<file path="src/rtl/bcd_updown_counter.sv">
// bcd_updown_counter: N-digit BCD up/down counter with load, enable, terminal value and wrap/saturate
module bcd_updown_counter #(
    parameter int DIGITS    = 2,
    parameter int MAX_VALUE = 99,
    parameter bit WRAP      = 1'b1
) (
    input  logic                  clk,
    input  logic                  init,
    input  logic                  en,
    input  logic                  up,
    input  logic                  load,
    input  logic [4*DIGITS-1:0]   load_val,
    output logic [4*DIGITS-1:0]   bcd_out,
    output logic                  tc,
    output logic                  zero,
    output logic                  load_err
);
    localparam int W = 4 * DIGITS;

    function automatic logic [W-1:0] to_bcd(input int v);
        logic [W-1:0] r;
        int x;
        r = '0;
        x = v;
        for (int i = 0; i < DIGITS; i++) begin
            r[4*i +: 4] = 4'(x % 10);
            x = x / 10;
        end
        return r;
    endfunction

    localparam logic [W-1:0] MAX_BCD = to_bcd(MAX_VALUE);

    logic [W-1:0] inc, dec, nxt;
    logic         carry, borrow, digits_ok, load_ok, at_max, at_zero;

    always_comb begin
        inc = bcd_out;
        dec = bcd_out;
        carry = 1'b1;
        borrow = 1'b1;
        digits_ok = 1'b1;
        for (int i = 0; i < DIGITS; i++) begin
            if (carry) inc[4*i +: 4] = (bcd_out[4*i +: 4] == 4'd9) ? 4'd0 : bcd_out[4*i +: 4] + 4'd1;
            if (borrow) dec[4*i +: 4] = (bcd_out[4*i +: 4] == 4'd0) ? 4'd9 : bcd_out[4*i +: 4] - 4'd1;
            carry = carry & (bcd_out[4*i +: 4] == 4'd9);
            borrow = borrow & (bcd_out[4*i +: 4] == 4'd0);
            digits_ok = digits_ok & (load_val[4*i +: 4] <= 4'd9);
        end
    end

    // with valid digits, a plain binary compare of BCD words orders them numerically
    assign load_ok = digits_ok & (load_val <= MAX_BCD);
    assign at_max  = bcd_out == MAX_BCD;
    assign at_zero = bcd_out == '0;
    assign nxt = up ? (at_max ? (WRAP ? '0 : bcd_out) : inc)
                    : (at_zero ? (WRAP ? MAX_BCD : bcd_out) : dec);
    assign tc   = en & ~load & (up ? at_max : at_zero);
    assign zero = at_zero;

    always_ff @(posedge clk) begin
        if (init) begin
            bcd_out  <= '0;
            load_err <= 1'b0;
        end else if (load) begin
            if (load_ok) bcd_out <= load_val;
            load_err <= ~load_ok;
        end else begin
            load_err <= 1'b0;
            if (en) bcd_out <= nxt;
        end
    end
endmodule

</file>
<file path="config.mk">
export PLATFORM = sky130hd
export DESIGN_NAME = bcd_updown_counter
export DESIGN_NICKNAME = d
export VERILOG_FILES = /design/src/rtl/bcd_updown_counter.sv
export SDC_FILE = /design/constraint.sdc
export NUM_CORES = 1
export LEC_CHECK = 0
export ABC_AREA = 1
export BUFFER_PORTS_ARGS = -buffer_cell sky130_fd_sc_hd__buf_2
export CAP_MARGIN = 20
export CORE_MARGIN = 5
export CORE_UTILIZATION = 45
export DETAILED_ROUTE_END_ITERATION = 10
export GPL_TIMING_DRIVEN = 0
export PLACE_DENSITY = 0.73
export SKIP_CTS_REPAIR_TIMING = 1
export SYNTH_ARGS = -nofsm -noshare
export SYNTH_HDL_FRONTEND = slang
export SYNTH_SLANG_ARGS = --single-unit
</file>
<file path="constraint.sdc">
create_clock -name clk -period 1.4 [get_ports clk]
set_input_delay 0.07 -clock clk [delete_from_list [all_inputs] [get_ports clk]]
set_output_delay 0.07 -clock clk [all_outputs]
set_load 0.05 [all_outputs]
</file>
==> run metrics, run 1 <==
PortBufs=22; post-DP HPWL=1.781 mm; CP Cell Sequence=inv_4 > ha_4 > nand3_4 > nor2_4 > nor2_2 > nor4_4 > buf_6; RSZ-0062 raised after global routing=true; unique cell type count in the Yosys netlist=24; pwr/cell area=883.2 nW/um^2; skew final=0.01143 ns; antenna cells=0; final setup fails=1; CP startpoint kind=register; vias in the first global route=910; Detailed Routing Iterations Pass 1=4; Clock transition at path regs=0.07 ns; slack of the critical path=-0.1825 ns; Placed Instances=roughly 190; CP Data Arrival Time=about 1.5 ns; hold endpoint=bcd_out[4]; routability cong.=roughly 0.85; Max-Cap Viols=0; die width=about 55 um; initial antenna violation count=0; Crit path largest cell delay=0.37 ns; CP Data Required Time=1.33 ns; Max Fanout on Critical Path=7; final total power=1.136 mW; initial core utilization=approximately 47%; kind of critical path=reg2out; Placement Cell Area=1140 sq um; Place WS=-0.08253 ns; Max Root-Sink Buffers=2; Final Non-Filler Cells=203; Post-Synthesis Cells=145; worst r2r src=bcd_out[0]; commonest non-fill, non-tap cell in the layout=nand2_1; routed wire length=~2.3 mm; Avg Inst Size Synth=6.230 sq um; Max Freq=631.9 MHz; Hold Path Stages=5; r2r setup slk=approximately 0.06 ns; status=finished, violations left; # DRC=0; CP Capture Type=primary output; Final Max Tran Viols=0; post-route ant nets=0; vias per inst=4.916; worst hold path type=in2reg; IO Pins=24; Yosys reg bits=9; register area share after synthesis=19.94%; clock latency on the worst-skew pair=0.27 ns; area growth from synthesis to layout=42.38%; total number of vias=998; syn nets=165; CTS Buf Count=3; root buf cell=clkbuf_4; leak pwr=0.6277 nW; largest net degree at the start of global routing=11; routed length per instance=11.57 um; Fin. Hold Viols=0; synthesized area=903.4 sq um; Core Util, Final=around two thirds; failing checks=setup timing; Tmin final=1.583 ns; hold path startpoint=load_val[4]; H-tree levels=1; die extent in y=54.81 um; GRT overflow=0; Fin Setup TNS=-0.1825 ns; Hold WS=0.1503 ns; critical path's slowest cell=dfxtp_4; share of layout cells above drive strength 1=about 46%; CTS tree=built; nets=approximately 200; Core Footprint=roughly 1900 sq um; most frequent cells in the layout=nand2_1 (27), nor2_1 (20), buf_2 (20), nand3_1 (12), inv_1 (10); worst-margin pin slew=roughly 0.26 ns; final std cell area, no fill=1286 sq um; Die Footprint=3004 sq um; FP Rows=16; global-route wire length before repair=~3.6 mm; R2R Path End=bcd_out[2]; clk sinks=9; final worst path period share=113.0%; GRT Total Usage=16.24%; Slew headroom=82.61%; reg2reg path depth=9; Yosys warnings=0; Iteration-0 DRC Markers=12; Max VDD drop=0.0008589 V
## kinds of logic (layout without fill, tap and decap cells)
family / count (synthesis) / after routing / share of synthesized area [%]
AO/OA/AOI/OAI: 15 / 15 / 8.862
adder cells (fa/ha/maj): 7 / 7 / 9.695
AND/OR/NAND/NOR: 86 / 86 / 47.23
buffers and inverters: 25 / 56 / 11.36
flip-flops: 9 / 9 / 19.94
XOR/XNOR: 3 / 3 / 2.909
## per-layer routing
layer | vias to the layer above | GRT usage (%) | share of wire [%]
li1 | 522 | - | -
met1 | 446 | 17.53 | 39
met2 | 26 | 31.10 | 55
met3 | 4 | 5.450 | 5.2
met4 | 0 | 1.245 | 0.89
met5 | - | 0 | 0
## synthesized netlist by cell type, drive strengths merged
cell type  instances  share of area (%)
nand2             35                 18
nor2              31                 15
inv               22                9.1
nand3             17                 12
o21ai             10                5.5
dfxtp              9                 20
ha                 7                9.7
a21oi              3                1.7
buf                2                1.8
nand4              2                1.4
o211ai             2                1.7
xor2               2                1.9
clkinv             1               0.42
nor4               1               0.69
xnor2              1               0.97
## where the power goes
part	internal, mW	leakage, nW	total [mW]	switching [mW]
clock network	0.105	0.0177	0.198	0.0932
registers	0.289	0.0787	0.348	0.0592
logic	0.211	0.531	0.589	0.378
## flip-flops by register name, indices dropped and copies added, names as in the netlist
register and flops:
bcd_out 8, load_err 1
## worst max path at each step
stage,startpoint,end,slack (ns)
3_3_place_gp,bcd_out[0],tc,-0.07
4_1_cts,bcd_out[0],tc,-0.38
2_1_floorplan,bcd_out[0],tc,-0.48
3_5_place_dp,bcd_out[0],tc,-0.08
5_1_grt,bcd_out[5],tc,-0.28
6_report,bcd_out[5],tc,-0.18
## critical path, delay by kind of cell (launching register included)
kind | cells | cell delay (ns)
simple gates | 4 | 0.46
flops | 1 | 0.37
buf+inv | 2 | 0.28
fa+ha+maj | 1 | 0.13
## layout make-up
type / instances / area [sq um]
Clock inverter: 1 / 5.005
Tap cell: 27 / 33.78
Inverter: 23 / 98.84
Sequential cell: 9 / 202.7
Buffer: 1 / 11.26
Multi-Input combinational cell: 111 / 745.7
Fill cell: 193 / 655.6
Clock buffer: 3 / 22.52
Timing Repair Buffer: 28 / 166.4
(Power assumes the default switching activity.)
==> run 2, diff against run 1 <==
PLACE_DENSITY = 0.81   (was 0.73)
==> run 2 against run 1 <==
Effect of this change:
- the run still ends with setup timing left
- critical path depth did not move
- first-iteration DRC count rose by 58%
- utilization rose by 0.84 points
- via count rose by 4.6%
- highest routed layer unchanged
==> run metrics, run 2 (same netlist as run 1, synthesis figures left out) <==
die extent in y=54.81 um (unchanged); Iteration-0 DRC Markers=19 (was 12); CTS tree=built (unchanged); PortBufs=22 (unchanged); worst r2r src=bcd_out[5] (was bcd_out[0]); crit path to=tc (unchanged); Max Root-Sink Buffers=2 (unchanged); CP startpoint kind=register (unchanged); Max Fanout on Critical Path=8 (was 7); post-DP HPWL=1.808 mm (was 1.781 mm); status=finished, violations left (unchanged); Die Footprint=3004 sq um (unchanged); Worst Setup SP=bcd_out[4] (was bcd_out[5]); FP Rows=16 (unchanged); root buf cell=clkbuf_4 (unchanged); clk sinks=9 (unchanged); die width=54.81 um (unchanged); Slew headroom=80.26% (was 82.61%); RSZ-0062 raised after global routing=true (unchanged); routability cong.=0.8511 (was 0.8522); largest net degree at the start of global routing=11 (unchanged); routed wire length=2.492 mm (was 2.349 mm); failing checks=setup timing (unchanged); vias in the first global route=958 (was 910); Core Footprint=1942 sq um (unchanged); GRT overflow=0 (unchanged); Internal=0.6157 mW (was 0.6050 mW); Top reg by flops=bcd_out (unchanged); vias per inst=5.118 (was 4.916); reg2reg path depth=9 (unchanged); Tmin final=1.565 ns (was 1.583 ns); Gate power share=52.4% (was 51.9%); H-tree levels=1 (unchanged); clock latency on the worst-skew pair=0.26 ns (was 0.27 ns); Seq pwr share=30.4% (was 30.6%); share of layout cells above drive strength 1=48.02% (was 46.02%); antenna cells=0 (unchanged); Clock transition at path regs=0.06 ns (was 0.07 ns); post-route ant nets=0 (unchanged); power share of the clock group=17.2% (was 17.5%); most frequent cells in the layout=nand2_1 (26), nor2_1 (20), buf_2 (20), inv_1 (10), nand3_1 (10) (was nand2_1 (27), nor2_1 (20), buf_2 (20), nand3_1 (12), inv_1 (10)); biggest regs=bcd_out x8, load_err x1 (unchanged); Max VDD drop=0.0009225 V (was 0.0008589 V); CP Capture Type=primary output (unchanged); total number of vias=1,044 (was 998); pwr/cell area=882.0 nW/um^2 (was 883.2 nW/um^2); area growth from synthesis to layout=44.18% (was 42.38%); leak pwr=0.6360 nW (was 0.6277 nW); worst hold path type=in2reg (unchanged); Final Non-Filler Cells=204 (was 203); slack of the critical path=-0.1646 ns (was -0.1825 ns); Final Max Tran Viols=0 (unchanged); commonest non-fill, non-tap cell in the layout=nand2_1 (unchanged); r2r setup slk=0.05 ns (was 0.06 ns); nets=198 (was 197); Max-Cap Viols=0 (unchanged); max FFs per register=8 (unchanged); global-route wire length before repair=3.712 mm (was 3.567 mm); initial antenna violation count=0 (unchanged); final worst path period share=111.8% (was 113.0%); IO Pins=24 (unchanged); Detailed Routing Iterations Pass 1=4 (unchanged); CP Data Arrival Time=1.49 ns (was 1.51 ns); initial core utilization=46.52% (unchanged); CTS Buf Count=3 (unchanged); R2R Path End=bcd_out[5] (was bcd_out[2]); Hold WS=0.01602 ns (was 0.1503 ns); worst-margin pin slew=0.2959 ns (was 0.2606 ns); GRT Total Usage=16.69% (was 16.24%); # DRC=0 (unchanged); Placed Instances=194 (unchanged); Max Freq=639.2 MHz (was 631.9 MHz); NetSw=0.5331 mW (was 0.5309 mW); skew final=0.007173 ns (was 0.01143 ns); CP Data Required Time=1.33 ns (about the same); routed length per instance=12.22 um (was 11.57 um); Hold Path Stages=2 (was 5); Fin. Hold Viols=0 (unchanged); kind of critical path=reg2out (unchanged); final setup fails=1 (unchanged); Net Sw Frac=46.40% (was 46.74%)
==> run 2: cell types whose count changed in the layout (fill, tap and decap cells not counted) <==
| cell | before | now |
|---|---|---|
| clkinv_2 | 1 | 0 |
| dlygate4sd3_1 | 1 | 0 |
| buf_4 | 6 | 8 |
| nand3_1 | 12 | 10 |
| nand2_2 | 6 | 7 |
| nand2_1 | 27 | 26 |
| clkbuf_1 | 0 | 1 |
| nand3_2 | 0 | 2 |
==> run 2: metrics by stage <==
step	area [sq um]	setup slack, ns	power (mW)	setup TNS [ns]	util, %
after floorplan	996.0	-0.4809	0.7603	-0.4809	-
after global placement	1140	-0.06754	0.8625	-0.06754	58.70
after detailed placement	1140	-0.08229	0.8768	-0.08229	58.70
after CTS	1166	-0.3670	1.075	-0.4112	60.05
after global routing	1303	-0.2536	1.227	-0.3286	67.07
final	1303	-0.1646	1.149	-0.1646	67.07
==> run 2: how the worst min path moves through the flow <==
| stage | startpoint | endpoint | slack, ns |
|---|---|---|---|
| after floorplan | init | bcd_out[0] | 0.13 |
| after global placement | init | bcd_out[0] | 0.28 |
| after detailed placement | init | bcd_out[0] | 0.28 |
| after CTS | init | bcd_out[0] | 0.01 |
| after global routing | init | bcd_out[0] | 0.03 |
| final | init | bcd_out[0] | 0.02 |
==> run 2: area by class of cell <==
class	count	area [sq um]
sequential	9	202.7
tap	27	33.78
clock buffer	4	26.28
fill	174	639.4
multi-input combinational	111	758.2
buffer	1	11.26
timing repair buffer	29	171.4
inverter	23	98.84
==> run 2: layer usage <==
metal / GRT usage, % / up-vias / part of all wire [%]
li1: - / 522 / -
met1: 19.19 / 467 / 41
met2: 30.12 / 51 / 51
met3: 5.177 / 4 / 7.0
met4: 2.905 / 0 / 0.92
met5: 0 / - / 0
==> run 2: power groups by stage <==
| stage | combinational, mW | clock, mW | sequential, mW |
|---|---|---|---|
| after floorplan | 0.336 | 0 | 0.424 |
| after global placement | 0.524 | 0 | 0.339 |
| after detailed placement | 0.537 | 0 | 0.340 |
| after CTS | 0.539 | 0.202 | 0.334 |
| after global routing | 0.660 | 0.213 | 0.353 |
| final | 0.602 | 0.198 | 0.349 |
==> run 2: worst max-delay path, cell delays in order, from the launching register on <==
cell	delay, ns
dfxtp_4	0.39
inv_4	0.10
ha_4	0.15
nand3_4	0.08
nor2_4	0.13
nor2_2	0.05
nor4_4	0.14
buf_6	0.19
